### src/rtl/hex_display_arbiter_pkg.sv
// Shared definitions for the hex display arbiter: FSM encoding, requester
// count and the active-low 7-segment glyph table (bit order g..a).
package hex_display_arbiter_pkg;

  localparam int NUM_REQ = 3;

  typedef enum logic {
    IDLE    = 1'b0,
    GRANTED = 1'b1
  } state_t;

  localparam logic [6:0] GLYPH [16] = '{
    7'h40, 7'h79, 7'h24, 7'h30, 7'h19, 7'h12, 7'h02, 7'h78,
    7'h00, 7'h10, 7'h08, 7'h03, 7'h46, 7'h21, 7'h06, 7'h0E
  };

endpackage

### src/rtl/hex_display_if.sv
// Requester-side bus of the hex display arbiter plus its display outputs.
// req[i] is a level request. grant is one-hot and is held for at least
// HOLD_CYCLES cycles regardless of req. busy tracks |grant.
interface hex_display_if;
  import hex_display_arbiter_pkg::*;

  logic [2:0]  req;
  logic [23:0] data0;
  logic [23:0] data1;
  logic [23:0] data2;
  logic [5:0]  dp;
  logic        pause;
  logic [2:0]  grant;
  logic        busy;
  logic [7:0]  HEX0;
  logic [7:0]  HEX1;
  logic [7:0]  HEX2;
  logic [7:0]  HEX3;
  logic [7:0]  HEX4;
  logic [7:0]  HEX5;
  state_t      dbg_state;

  modport master (
    output req, data0, data1, data2, dp, pause,
    input  grant, busy, HEX0, HEX1, HEX2, HEX3, HEX4, HEX5, dbg_state
  );

  modport slave (
    input  req, data0, data1, data2, dp, pause,
    output grant, busy, HEX0, HEX1, HEX2, HEX3, HEX4, HEX5, dbg_state
  );

endinterface

### src/rtl/hex_display_arbiter_seg7_decode.sv
// Combinational hex digit to active-low 7-segment decoder with decimal point.
module seg7_decode
  import hex_display_arbiter_pkg::*;
(
  input  logic [3:0] i_digit,
  input  logic       i_dp,
  output logic [7:0] o_seg
);

  assign o_seg = {~i_dp, GLYPH[i_digit]};

endmodule

### src/rtl/hex_display_arbiter.sv
// Round-robin arbiter granting one of three requesters the six-digit hex
// display, holding each grant for a minimum number of unpaused cycles.
module hex_display_arbiter
  import hex_display_arbiter_pkg::*;
#(
  parameter int         HOLD_CYCLES = 8,
  parameter logic [7:0] BLANK_SEG   = 8'hFF
) (
  input  logic         ADC_CLK_10,
  input  logic         reset,
  hex_display_if.slave bus
);

  localparam logic [7:0] HOLD_LOAD = 8'(HOLD_CYCLES - 1);

  state_t      r_state;
  logic [2:0]  r_grant;
  logic        r_busy;
  logic [7:0]  r_hold_cnt;
  logic [1:0]  r_last_grant;
  logic [23:0] r_disp;
  logic [5:0]  r_dp;

  logic        w_found;
  logic [1:0]  w_next_idx;
  logic        w_expired;
  logic        w_take;
  logic        w_release;
  logic        w_next_granted;
  logic [1:0]  w_load_idx;
  logic [23:0] w_load_data;
  logic [7:0]  w_seg [6];
  logic        w_blank;

  // While granted, r_last_grant equals the current owner, so one search
  // starting after it serves both IDLE arbitration and hold expiry.
  always_comb begin
    w_found    = 1'b0;
    w_next_idx = 2'd0;
    for (int k = NUM_REQ; k >= 1; k--) begin
      if (bus.req[(int'(r_last_grant) + k) % NUM_REQ]) begin
        w_found    = 1'b1;
        w_next_idx = 2'((int'(r_last_grant) + k) % NUM_REQ);
      end
    end
  end

  assign w_expired      = (r_state == GRANTED) && (r_hold_cnt == 8'd0) && !bus.pause;
  assign w_take         = w_found && ((r_state == IDLE) || w_expired);
  assign w_release      = w_expired && !w_found;
  assign w_next_granted = w_take || ((r_state == GRANTED) && !w_release);
  assign w_load_idx     = w_take ? w_next_idx : r_last_grant;

  always_comb begin
    case (w_load_idx)
      2'd0:    w_load_data = bus.data0;
      2'd1:    w_load_data = bus.data1;
      default: w_load_data = bus.data2;
    endcase
  end

  always_ff @(posedge ADC_CLK_10 or posedge reset) begin
    if (reset) begin
      r_state      <= IDLE;
      r_grant      <= 3'b000;
      r_busy       <= 1'b0;
      r_hold_cnt   <= 8'd0;
      r_last_grant <= 2'd2;
      r_disp       <= 24'd0;
      r_dp         <= 6'd0;
    end else begin
      if (w_take) begin
        r_state      <= GRANTED;
        r_grant      <= 3'b001 << w_next_idx;
        r_busy       <= 1'b1;
        r_hold_cnt   <= HOLD_LOAD;
        r_last_grant <= w_next_idx;
      end else if (w_release) begin
        r_state <= IDLE;
        r_grant <= 3'b000;
        r_busy  <= 1'b0;
      end else if ((r_state == GRANTED) && (r_hold_cnt != 8'd0) && !bus.pause) begin
        r_hold_cnt <= r_hold_cnt - 8'd1;
      end
      // Live load: the owner's data keeps flowing even if it dropped req.
      if (w_next_granted) begin
        r_disp <= w_load_data;
        r_dp   <= bus.dp;
      end
    end
  end

  for (genvar g = 0; g < 6; g++) begin : g_digit
    seg7_decode u_dec (
      .i_digit (r_disp[4*g +: 4]),
      .i_dp    (r_dp[g]),
      .o_seg   (w_seg[g])
    );
  end

  assign w_blank       = (r_state == IDLE);
  assign bus.HEX0      = w_blank ? BLANK_SEG : w_seg[0];
  assign bus.HEX1      = w_blank ? BLANK_SEG : w_seg[1];
  assign bus.HEX2      = w_blank ? BLANK_SEG : w_seg[2];
  assign bus.HEX3      = w_blank ? BLANK_SEG : w_seg[3];
  assign bus.HEX4      = w_blank ? BLANK_SEG : w_seg[4];
  assign bus.HEX5      = w_blank ? BLANK_SEG : w_seg[5];
  assign bus.grant     = r_grant;
  assign bus.busy      = r_busy;
  assign bus.dbg_state = r_state;

endmodule

### src/flat_wrapper.sv
// flat-port wrapper written by rule: the top's interface ports become plain ports
module hex_display_arbiter_flat import hex_display_arbiter_pkg::*;
#(
  parameter int         HOLD_CYCLES = 8,
  parameter logic [7:0] BLANK_SEG   = 8'hFF
)
  (ADC_CLK_10, reset, bus_req, bus_data0, bus_data1, bus_data2, bus_dp, bus_pause, bus_grant, bus_busy, bus_HEX0, bus_HEX1, bus_HEX2, bus_HEX3, bus_HEX4, bus_HEX5, bus_dbg_state);
  hex_display_if bus_i ();
  input  logic ADC_CLK_10;
  input  logic reset;
  input wire logic [$bits(bus_i.req)-1:0] bus_req;
  input wire logic [$bits(bus_i.data0)-1:0] bus_data0;
  input wire logic [$bits(bus_i.data1)-1:0] bus_data1;
  input wire logic [$bits(bus_i.data2)-1:0] bus_data2;
  input wire logic [$bits(bus_i.dp)-1:0] bus_dp;
  input wire logic [$bits(bus_i.pause)-1:0] bus_pause;
  output wire logic [$bits(bus_i.grant)-1:0] bus_grant;
  output wire logic [$bits(bus_i.busy)-1:0] bus_busy;
  output wire logic [$bits(bus_i.HEX0)-1:0] bus_HEX0;
  output wire logic [$bits(bus_i.HEX1)-1:0] bus_HEX1;
  output wire logic [$bits(bus_i.HEX2)-1:0] bus_HEX2;
  output wire logic [$bits(bus_i.HEX3)-1:0] bus_HEX3;
  output wire logic [$bits(bus_i.HEX4)-1:0] bus_HEX4;
  output wire logic [$bits(bus_i.HEX5)-1:0] bus_HEX5;
  output wire logic [$bits(bus_i.dbg_state)-1:0] bus_dbg_state;
  assign bus_i.req = bus_req;
  assign bus_i.data0 = bus_data0;
  assign bus_i.data1 = bus_data1;
  assign bus_i.data2 = bus_data2;
  assign bus_i.dp = bus_dp;
  assign bus_i.pause = bus_pause;
  assign bus_grant = bus_i.grant;
  assign bus_busy = bus_i.busy;
  assign bus_HEX0 = bus_i.HEX0;
  assign bus_HEX1 = bus_i.HEX1;
  assign bus_HEX2 = bus_i.HEX2;
  assign bus_HEX3 = bus_i.HEX3;
  assign bus_HEX4 = bus_i.HEX4;
  assign bus_HEX5 = bus_i.HEX5;
  assign bus_dbg_state = bus_i.dbg_state;
  hex_display_arbiter #(.HOLD_CYCLES(HOLD_CYCLES), .BLANK_SEG(BLANK_SEG)) u_core (.ADC_CLK_10(ADC_CLK_10), .reset(reset), .bus(bus_i));
endmodule
### config.mk
export PLATFORM = sky130hd
export DESIGN_NAME = hex_display_arbiter_flat
export DESIGN_NICKNAME = d
export VERILOG_FILES = /design/src/rtl/hex_display_arbiter_pkg.sv /design/src/rtl/hex_display_if.sv /design/src/rtl/hex_display_arbiter_seg7_decode.sv /design/src/rtl/hex_display_arbiter.sv /design/src/flat_wrapper.sv
export SDC_FILE = /design/constraint.sdc
export NUM_CORES = 1
export LEC_CHECK = 0
export CORE_ASPECT_RATIO = 2
export CORE_MARGIN = 10
export CORE_UTILIZATION = 51
export DETAILED_ROUTE_END_ITERATION = 6
export GPL_TIMING_DRIVEN = 0
export PLACE_DENSITY = 0.95
export SKIP_LAST_GASP = 1
export SLEW_MARGIN = 10
export SYNTH_ARGS = -nofsm -noshare
export SYNTH_HDL_FRONTEND = slang
export SYNTH_SLANG_ARGS = --single-unit
### constraint.sdc
create_clock -name ADC_CLK_10 -period 8.4 [get_ports ADC_CLK_10]
set_input_delay 2.1 -clock ADC_CLK_10 [delete_from_list [all_inputs] [get_ports ADC_CLK_10]]
set_output_delay 2.1 -clock ADC_CLK_10 [all_outputs]
set_load 0.01 [all_outputs]
==> flow_summary.toml, run 1 <==
[timing]
tightest_slew_ns = 0.851
relSlewSlack = 0.429
rsz0062_at_grt = "no"
setup-tns-final_ns = 0
setup_violations = 0
fin_ws_ns = 3.55
maxSlewViolCount = 0
period_share = 0.577
finalClockSkew_ns = 0.00504
hold_ws_ns = 0.475
final_hold_viol_count = 0
finalCriticalPeriod_ns = 4.85
fmax_mhz = 206

[worst_setup_path]
cp_data_required_time_ns = 6.30
r2r_setup_slack_ns = 5.29
cp.arrival_ns = 2.75
crit_path_start_kind = "flip-flop"
timing.rr.start = "u_core.r_last_grant[1]"
cp-endpoint = "bus_HEX1[1]"
crit_type = "reg2out"
r2r_cells = 8
crit_path_end_kind = "output port"
crit_fanout = 10
startpoint = "u_core.bus.dbg_state"
r2r_end = "u_core.r_disp[6]"

[power]
power.density_nw_per_um2 = 403
leakage_nw = 2.58
vdd_drop_max_v = 0.000317
power.total_mw = 2.32

[die]
start_util = 0.519
die_x_um = 83.1
row_count = 46
ioPinCount = 137
dieHeight_um = 146
coreArea_um2 = 7830
dieArea_um2 = 12200

[synth]
synthFlopType = "dfrtp_1"
yosysSeqAreaShare = 0.271
synth-edff-count = 0
synth_area_leaders = "dfrtp_1, ha_1, nand2_1"
syn_avg_cell_area_um2 = 8.65
synthTopCellsByCount = "nand2_1, dfrtp_1, ha_1"
synth_compound_area_frac = 0.264
synthAdderAreaFrac = 0.126
netlist_area_um2 = 4060
synth_nets = 595
syn_inst = 470
synth.most_common_cell = "nand2_1"
yosysWarningCount = 0
yosys_register_bits = 44
yosys.area.top_type = "dfrtp_1"
yosys.area_share.simple = 0.158
synth_top_area_frac = 0.265
synth_cell_types = 46
synth_xor_area_frac = 0.0172
synthArstFlopShare = 1.00
synth_top_family_by_area = "compound AO/OA/AOI/OAI gates"
muxShareOfSynthArea = 0.0927

[grt]
gr-usage-met1 = 0.227
busiest_layer = "met2"
grtUsageTotal = 0.216
use_met3 = 0.0841
grtUsageMet2 = 0.381
grt_pass1_vias = 4550
grt_start_max_net_pins = 38
grt_pass1_wl_um = 22300
overflow = 0
antenna_found_initial = 0

[final_layout]
area_delta_synth_final_pct = 41.4
design_area_um2 = 5750
final_util = 0.734
drive_above_1_share = 0.101
antenna_cells = 0
final_nets = 739
instances_no_fill = 711
fill_cells = 569
register_area_um2 = 1100
multiInputGateArea_um2 = 2670

[clock_network]
clkTransAtPathRegs_ns = 0.06
cts_root_buffer = "clkbuf_16"
cts_tree = "built"
htreeDepth = 2
clock_path_buffers = 2
insertion_delay_ns = 0.29
postCtsSetupRepairBufs = 0
cts_hold_buffers = 0
cts.sinks = 44
ctsResizeCount = 0
numCtsBuffers = 5

[hold_path]
hold_path_class = "reg2reg"

[placed_design]
post-place-ws_ns = 3.63
port_buffers = 136
gp_congestion = 0.874
place_area_um2 = 5570
dp_cells = 703
dpl.hpwl_um = 10800

[detailed_routing]
firstDrtPassIters = 7
viasPerCell = 5.88
ant_nets = 0
drc = 0
vias = 4183
wl_per_cell_um = 19.0
drt-initial-drc-count = 288
drt_wl_total_um = 13500

[run_status]
status = "complete, no violations"

[flow_run]
cap_violations = 0
==> report_power, final <==
part | total (mW) | switching [mW] | internal, mW
Combinational | 1.65 | 0.820 | 0.829
Clock | 0.241 | 0.0846 | 0.157
Sequential | 0.427 | 0.119 | 0.307
Total | 2.32 | 1.02 | 1.29
==> area by class of cell <==
| type | instances | share of cell area |
|---|---|---|
| Multi-Input combinational cell | 361 | 0.465 |
| Timing Repair Buffer | 137 | 0.240 |
| Sequential cell | 44 | 0.192 |
| Buffer | 30 | 0.0272 |
| Clock buffer | 7 | 0.0266 |
| Inverter | 35 | 0.0229 |
| Tap cell | 96 | 0.0209 |
| Clock inverter | 1 | 0.00522 |
==> worst max-delay path, stage by stage, from the launching register on <==
cell             delay [ns]
dfrtp_1                0.46
inv_1                  0.15
clkbuf_1               0.49
clkbuf_1               0.51
a31oi_1                0.10
o21ai_0                0.14
clkdlybuf4s50_1        0.59
==> per-layer routing <==
metal | share of wire | routed length [µm]
met3 | 0.10 | 1390
met2 | 0.50 | 6690
met4 | 0.022 | 301
met5 | 0 | 0
met1 | 0.38 | 5110
==> how the worst min path moves through the flow <==
stage | startpoint | to | slack (ns) | cells after the start
after global placement | u_core.r_dp[2] | u_core.r_dp[2] | 0.45 | 2
after detailed placement | u_core.r_dp[2] | u_core.r_dp[2] | 0.47 | 2
after global routing | u_core.r_dp[2] | u_core.r_dp[2] | 0.50 | 2
after CTS | u_core.r_dp[2] | u_core.r_dp[2] | 0.48 | 2
final | u_core.r_dp[2] | u_core.r_dp[2] | 0.47 | 2
after floorplan | u_core.r_dp[5] | u_core.r_dp[5] | 0.44 | 2
==> cells by family (layout without fill, tap and decap cells) <==
logic type                 count (synthesis)  in the layout
and+or+nand+nor                          150            150
buffers and inverters                     65            210
DFF                                       44             44
adders and majority gates                 41             41
muxes                                     28             28
xor gates and xnor gates                   8              8
AOI/OAI and AO/OA                        134            134
==> state kept, by name, summed over array words and instances (netlist names) <==
name	flops
u_core.r_disp	24
u_core.r_last_grant	2
u_core.bus.grant	3
u_core.r_hold_cnt	8
u_core.bus.dbg_state	1
u_core.r_dp	6
==> cells in the final DEF, fill, tap and decap left out, types with 6 or more instances in the layout <==
master           instances
a22oi_1                 16
clkbuf_1                16
o21ai_0                 26
buf_2                    8
nand2b_1                 7
a31oi_1                  7
clkdlybuf4s50_1        136
nor2b_1                  7
nor3_1                   7
o211ai_1                15
mux2i_1                 14
inv_1                   34
a21oi_1                 17
ha_1                    41
nand2_1                 85
a21o_1                   7
a221oi_2                20
o311ai_0                 6
nor2_1                  33
dfrtp_1                 43
Power figures use the tool's default switching activity.
==> run 2, diff against run 1 <==
--- a/config.mk
+++ b/config.mk
@@ -7,10 +7,10 @@
 export LEC_CHECK = 0
 export CORE_ASPECT_RATIO = 2
 export CORE_MARGIN = 10
-export CORE_UTILIZATION = 51
+export CORE_UTILIZATION = 42
 export DETAILED_ROUTE_END_ITERATION = 6
 export GPL_TIMING_DRIVEN = 0
-export PLACE_DENSITY = 0.95
+export PLACE_DENSITY = 0.85
 export SKIP_LAST_GASP = 1
 export SLEW_MARGIN = 10
 export SYNTH_ARGS = -nofsm -noshare
==> constraint.sdc (replaced) <==
create_clock -name ADC_CLK_10 -period 4.3 [get_ports ADC_CLK_10]
set_input_delay 1.075 -clock ADC_CLK_10 [delete_from_list [all_inputs] [get_ports ADC_CLK_10]]
set_output_delay 1.075 -clock ADC_CLK_10 [all_outputs]
set_load 0.01 [all_outputs]
==> flow_summary.toml, run 2 (same netlist as run 1, synthesis figures left out) <==
[final_layout]
final_util = 0.610
area_delta_synth_final_pct = 40.8
most-common-layout-cells = "clkdlybuf4s50_1, nand2_1, dfrtp_1, ha_1, inv_1"
final_nets = 739
design_area_um2 = 5720
largest_register_ffs = 24
top_register = "u_core.r_disp"
drive_above_1_share = 0.0976
antenna_cells = 0
final_common_cell = "clkdlybuf4s50_1"
reg_top3 = "u_core.r_disp x24, u_core.r_hold_cnt x8, u_core.r_dp x6"
instances_no_fill = 719

[detailed_routing]
drc = 0
met3_length_um = 715
top_layer = "met4"
firstDrtPassIters = 5
vias = 4158
met2_length_um = 8090
wl_per_cell_um = 20.2
drt-initial-drc-count = 294
drt_wl_total_um = 14500
viasPerCell = 5.78
ant_nets = 0
met1_length_um = 4970

[die]
ioPinCount = 137
die_x_um = 89.6
coreArea_um2 = 9380
dieHeight_um = 159
dieArea_um2 = 14200
row_count = 50
start_util = 0.433

[clock_network]
postCtsSetupRepairBufs = 0
clock_path_buffers = 2
cts_root_buffer = "clkbuf_16"
clkTransAtPathRegs_ns = 0.06
cts_hold_buffers = 0
insertion_delay_ns = 0.30
cts.sinks = 44
ctsResizeCount = 0
cts_tree = "built"
numCtsBuffers = 5
htreeDepth = 2

[placed_design]
dpl.hpwl_um = 11700
dp_cells = 711
port_buffers = 136
post-place-ws_ns = 0.498
place_area_um2 = 5580
gp_congestion = 0.921

[worst_setup_path]
timing.rr.start = "u_core.r_last_grant[1]"
r2r_cells = 8
cp_data_required_time_ns = 3.22
crit_fanout = 10
startpoint = "u_core.bus.dbg_state"
cp.arrival_ns = 2.87
crit_path_end_kind = "output port"
crit_path_start_kind = "flip-flop"
crit_type = "reg2out"

[timing]
setup_violations = 0
maxSlewViolCount = 0
period_share = 0.916
finalClockSkew_ns = 0.00859
fin_ws_ns = 0.360
relSlewSlack = 0.407
tightest_slew_ns = 0.883
hold_ws_ns = 0.468
final_hold_viol_count = 0
finalCriticalPeriod_ns = 3.94
fmax_mhz = 254
rsz0062_at_grt = "no"
setup-tns-final_ns = 0

[grt]
antenna_found_initial = 0
grt_pass1_vias = 4439
grtUsageTotal = 0.203
overflow = 0
grt_pass1_wl_um = 22800
grt_start_max_net_pins = 28

[power]
power.density_nw_per_um2 = 786
power.total_mw = 4.50
vdd_drop_max_v = 0.000470
leakage_nw = 2.56

[hold_path]
hold_path_class = "reg2reg"
hold_start = "u_core.r_dp[2]"
whs_path_depth = 2

[flow_run]
cap_violations = 0

[run_status]
status = "complete, no violations"
-- run 2: cell types whose count changed in the layout (fill, tap and decap cells not counted) --
| cell | change |
|---|---|
| bufinv_16 | -1 |
| clkbuf_8 | -1 |
| clkbuf_1 | +2 |
-- run 2: cell type report --
type / instances / area [µm²]
Fill cell: 828 / 3660
Buffer: 30 / 156
Tap cell: 104 / 130
Sequential cell: 44 / 1100
Multi-Input combinational cell: 361 / 2670
Timing Repair Buffer: 137 / 1380
Inverter: 35 / 131
Clock buffer: 8 / 146
-- run 2: routing by layer --
metal  global-route usage  vias to the layer above
met3               0.0379                       43
met2                0.377                      142
met5                    0                        -
met1                0.191                     2010
li1                     -                     1963
met4                0.121                        0
-- run 2: power by group --
part	total, mW	switching, mW	internal [mW]	leakage, nW
clock	0.399	0.167	0.232	0.0712
combinational	3.26	1.64	1.62	1.97
sequential	0.837	0.236	0.600	0.526
-- run 2: worst paths after layout --
check / endpoint / slack [ns]
max reg2reg: u_core.r_disp[12] / 1.17
min in group asynchronous: u_core.r_disp[19] / 1.11
max: bus_HEX0[5] / 0.36
max in group asynchronous: u_core.r_dp[0] / 2.70
min reg2reg: u_core.r_dp[2] / 0.47
min: u_core.r_dp[2] / 0.47
-- run 2: critical path: stages (launching register included) --
cell and delay [ns]:
dfrtp_1 0.47, inv_1 0.14, clkbuf_1 0.53, clkbuf_1 0.53
nor2_1 0.10, o21ai_0 0.17, clkdlybuf4s50_1 0.62
==> run 3, diff against run 2 <==
--- a/config.mk
+++ b/config.mk
@@ -5,9 +5,11 @@
 export SDC_FILE = /design/constraint.sdc
 export NUM_CORES = 1
 export LEC_CHECK = 0
+export CELL_PAD_IN_SITES_DETAIL_PLACEMENT = 0
+export CELL_PAD_IN_SITES_GLOBAL_PLACEMENT = 1
 export CORE_ASPECT_RATIO = 2
 export CORE_MARGIN = 10
-export CORE_UTILIZATION = 42
+export CORE_UTILIZATION = 31
 export DETAILED_ROUTE_END_ITERATION = 6
 export GPL_TIMING_DRIVEN = 0
 export PLACE_DENSITY = 0.85
==> flow_summary.toml, run 3 (same netlist as run 1, synthesis figures left out) <==
[flow_run]
cap_violations = 0

[clock_network]
numCtsBuffers = 5
cts_tree = "built"
clock_path_buffers = 2
cts_root_buffer = "clkbuf_16"
cts_hold_buffers = 0
htreeDepth = 2
cts.sinks = 44
clkTransAtPathRegs_ns = 0.07
insertion_delay_ns = 0.30
ctsResizeCount = 0
postCtsSetupRepairBufs = 0

[final_layout]
design_area_um2 = 5820
fill_cells = 1242
most-common-layout-cells = "clkdlybuf4s50_1, nand2_1, dfrtp_1, ha_1, inv_1"
largest_register_ffs = 24
final_nets = 739
final_common_cell = "clkdlybuf4s50_1"
top_register = "u_core.r_disp"
drive_above_1_share = 0.101
reg_top3 = "u_core.r_disp x24, u_core.r_hold_cnt x8, u_core.r_dp x6"
area_delta_synth_final_pct = 43.3

[power]
leakage_nw = 2.58
vdd_drop_max_v = 0.000531
power.density_nw_per_um2 = 784

[detailed_routing]
drc = 0
drt-initial-drc-count = 169
ant_nets = 0
drt_wl_total_um = 15000
firstDrtPassIters = 4
vias = 4099
viasPerCell = 5.34
wl_per_cell_um = 19.5

[die]
coreArea_um2 = 12900
row_count = 59
die_x_um = 101
dieArea_um2 = 18400
dieHeight_um = 182
start_util = 0.315
ioPinCount = 137

[timing]
rsz0062_at_grt = "no"
fmax_mhz = 255
relSlewSlack = 0.442
setup_violations = 0
maxSlewViolCount = 0
period_share = 0.912
finalClockSkew_ns = 0.00559
final_hold_viol_count = 0
tightest_slew_ns = 0.831
finalCriticalPeriod_ns = 3.92
setup-tns-final_ns = 0

[worst_setup_path]
crit_type = "reg2out"
cp_data_required_time_ns = 3.22
crit_path_end_kind = "output port"
crit_path_start_kind = "flip-flop"
cp.arrival_ns = 2.85
r2r_setup_slack_ns = 1.17
crit_fanout = 10

[placed_design]
gp_congestion = 0.849
port_buffers = 136
dpl.hpwl_um = 12200
place_area_um2 = 5640

[grt]
grt_start_max_net_pins = 28
grt_pass1_wl_um = 23000
overflow = 0
grt_pass1_vias = 4357
grtUsageTotal = 0.158
antenna_found_initial = 1

[hold_path]
hold_path_class = "reg2reg"

[run_status]
status = "complete, no violations"
==> run 3: changes by cell type in the layout (fill, tap and decap cells not counted), sizes merged <==
cell    previous run  this run
clkbuf            24        22
bufinv             0         1
diode              0         1
clkinv             0         1
==> run 3: cell type report <==
| type | count | area [µm²] | area share |
|---|---|---|---|
| antenna | 1 | 2.50 | 0.000430 |
| buffer | 30 | 156 | 0.0269 |
| clock buffer | 6 | 139 | 0.0239 |
| clock inverter | 2 | 38.8 | 0.00666 |
| inverter | 35 | 131 | 0.0226 |
| multi-input combinational | 361 | 2670 | 0.459 |
| sequential | 44 | 1100 | 0.189 |
| tap | 152 | 190 | 0.0327 |
| timing repair buffer | 137 | 1390 | 0.239 |
==> run 3: through the flow <==
stage | setup slack, ns | cells | power [mW] | util | hold WS, ns
2_1_floorplan | 1.47 | 470 | 2.75 | - | 0.439
3_3_place_gp | 0.573 | 758 | 4.02 | 0.435 | 0.452
3_5_place_dp | 0.488 | 759 | 4.12 | 0.437 | 0.461
4_1_cts | 0.377 | 767 | 4.61 | 0.451 | 0.478
5_1_grt | 0.266 | 767 | 4.94 | 0.451 | 0.506
6_report | 0.377 | 768 | 4.57 | 0.451 | 0.472
==> run 3: report_power, final <==
part / internal (mW) / switching [mW]
sequential: 0.600 / 0.233
combinational: 1.62 / 1.64
clock: 0.292 / 0.180
total: 2.51 / 2.06
==> run 3: final timing paths <==
kind / startpoint / to / cells past startpoint
setup / recovery: u_core.bus.dbg_state / bus_HEX0[5] / 6
max in group asynchronous: reset / u_core.r_disp[16] / 3
hold / removal: u_core.r_dp[2] / u_core.r_dp[2] / 2
setup reg to reg: u_core.r_last_grant[1] / u_core.r_disp[10] / 8
min in group asynchronous: reset / u_core.r_disp[2] / 2
hold reg to reg: u_core.r_dp[2] / u_core.r_dp[2] / 2
==> run 3: worst max-delay path: stages (launching register included) <==
cell and delay (ns):
dfrtp_1 0.47, inv_1 0.13, clkbuf_1 0.57, clkbuf_1 0.50
nor2_1 0.10, o21ai_0 0.16, clkdlybuf4s50_1 0.61
==> run 3: routing by layer <==
metal / vias up / wire length [µm] / track usage
li1: 1964 / - / -
met1: 1948 / 5080 / 0.149
met2: 154 / 8270 / 0.297
met3: 33 / 959 / 0.0392
met4: 0 / 652 / 0.0807
met5: - / 0 / 0
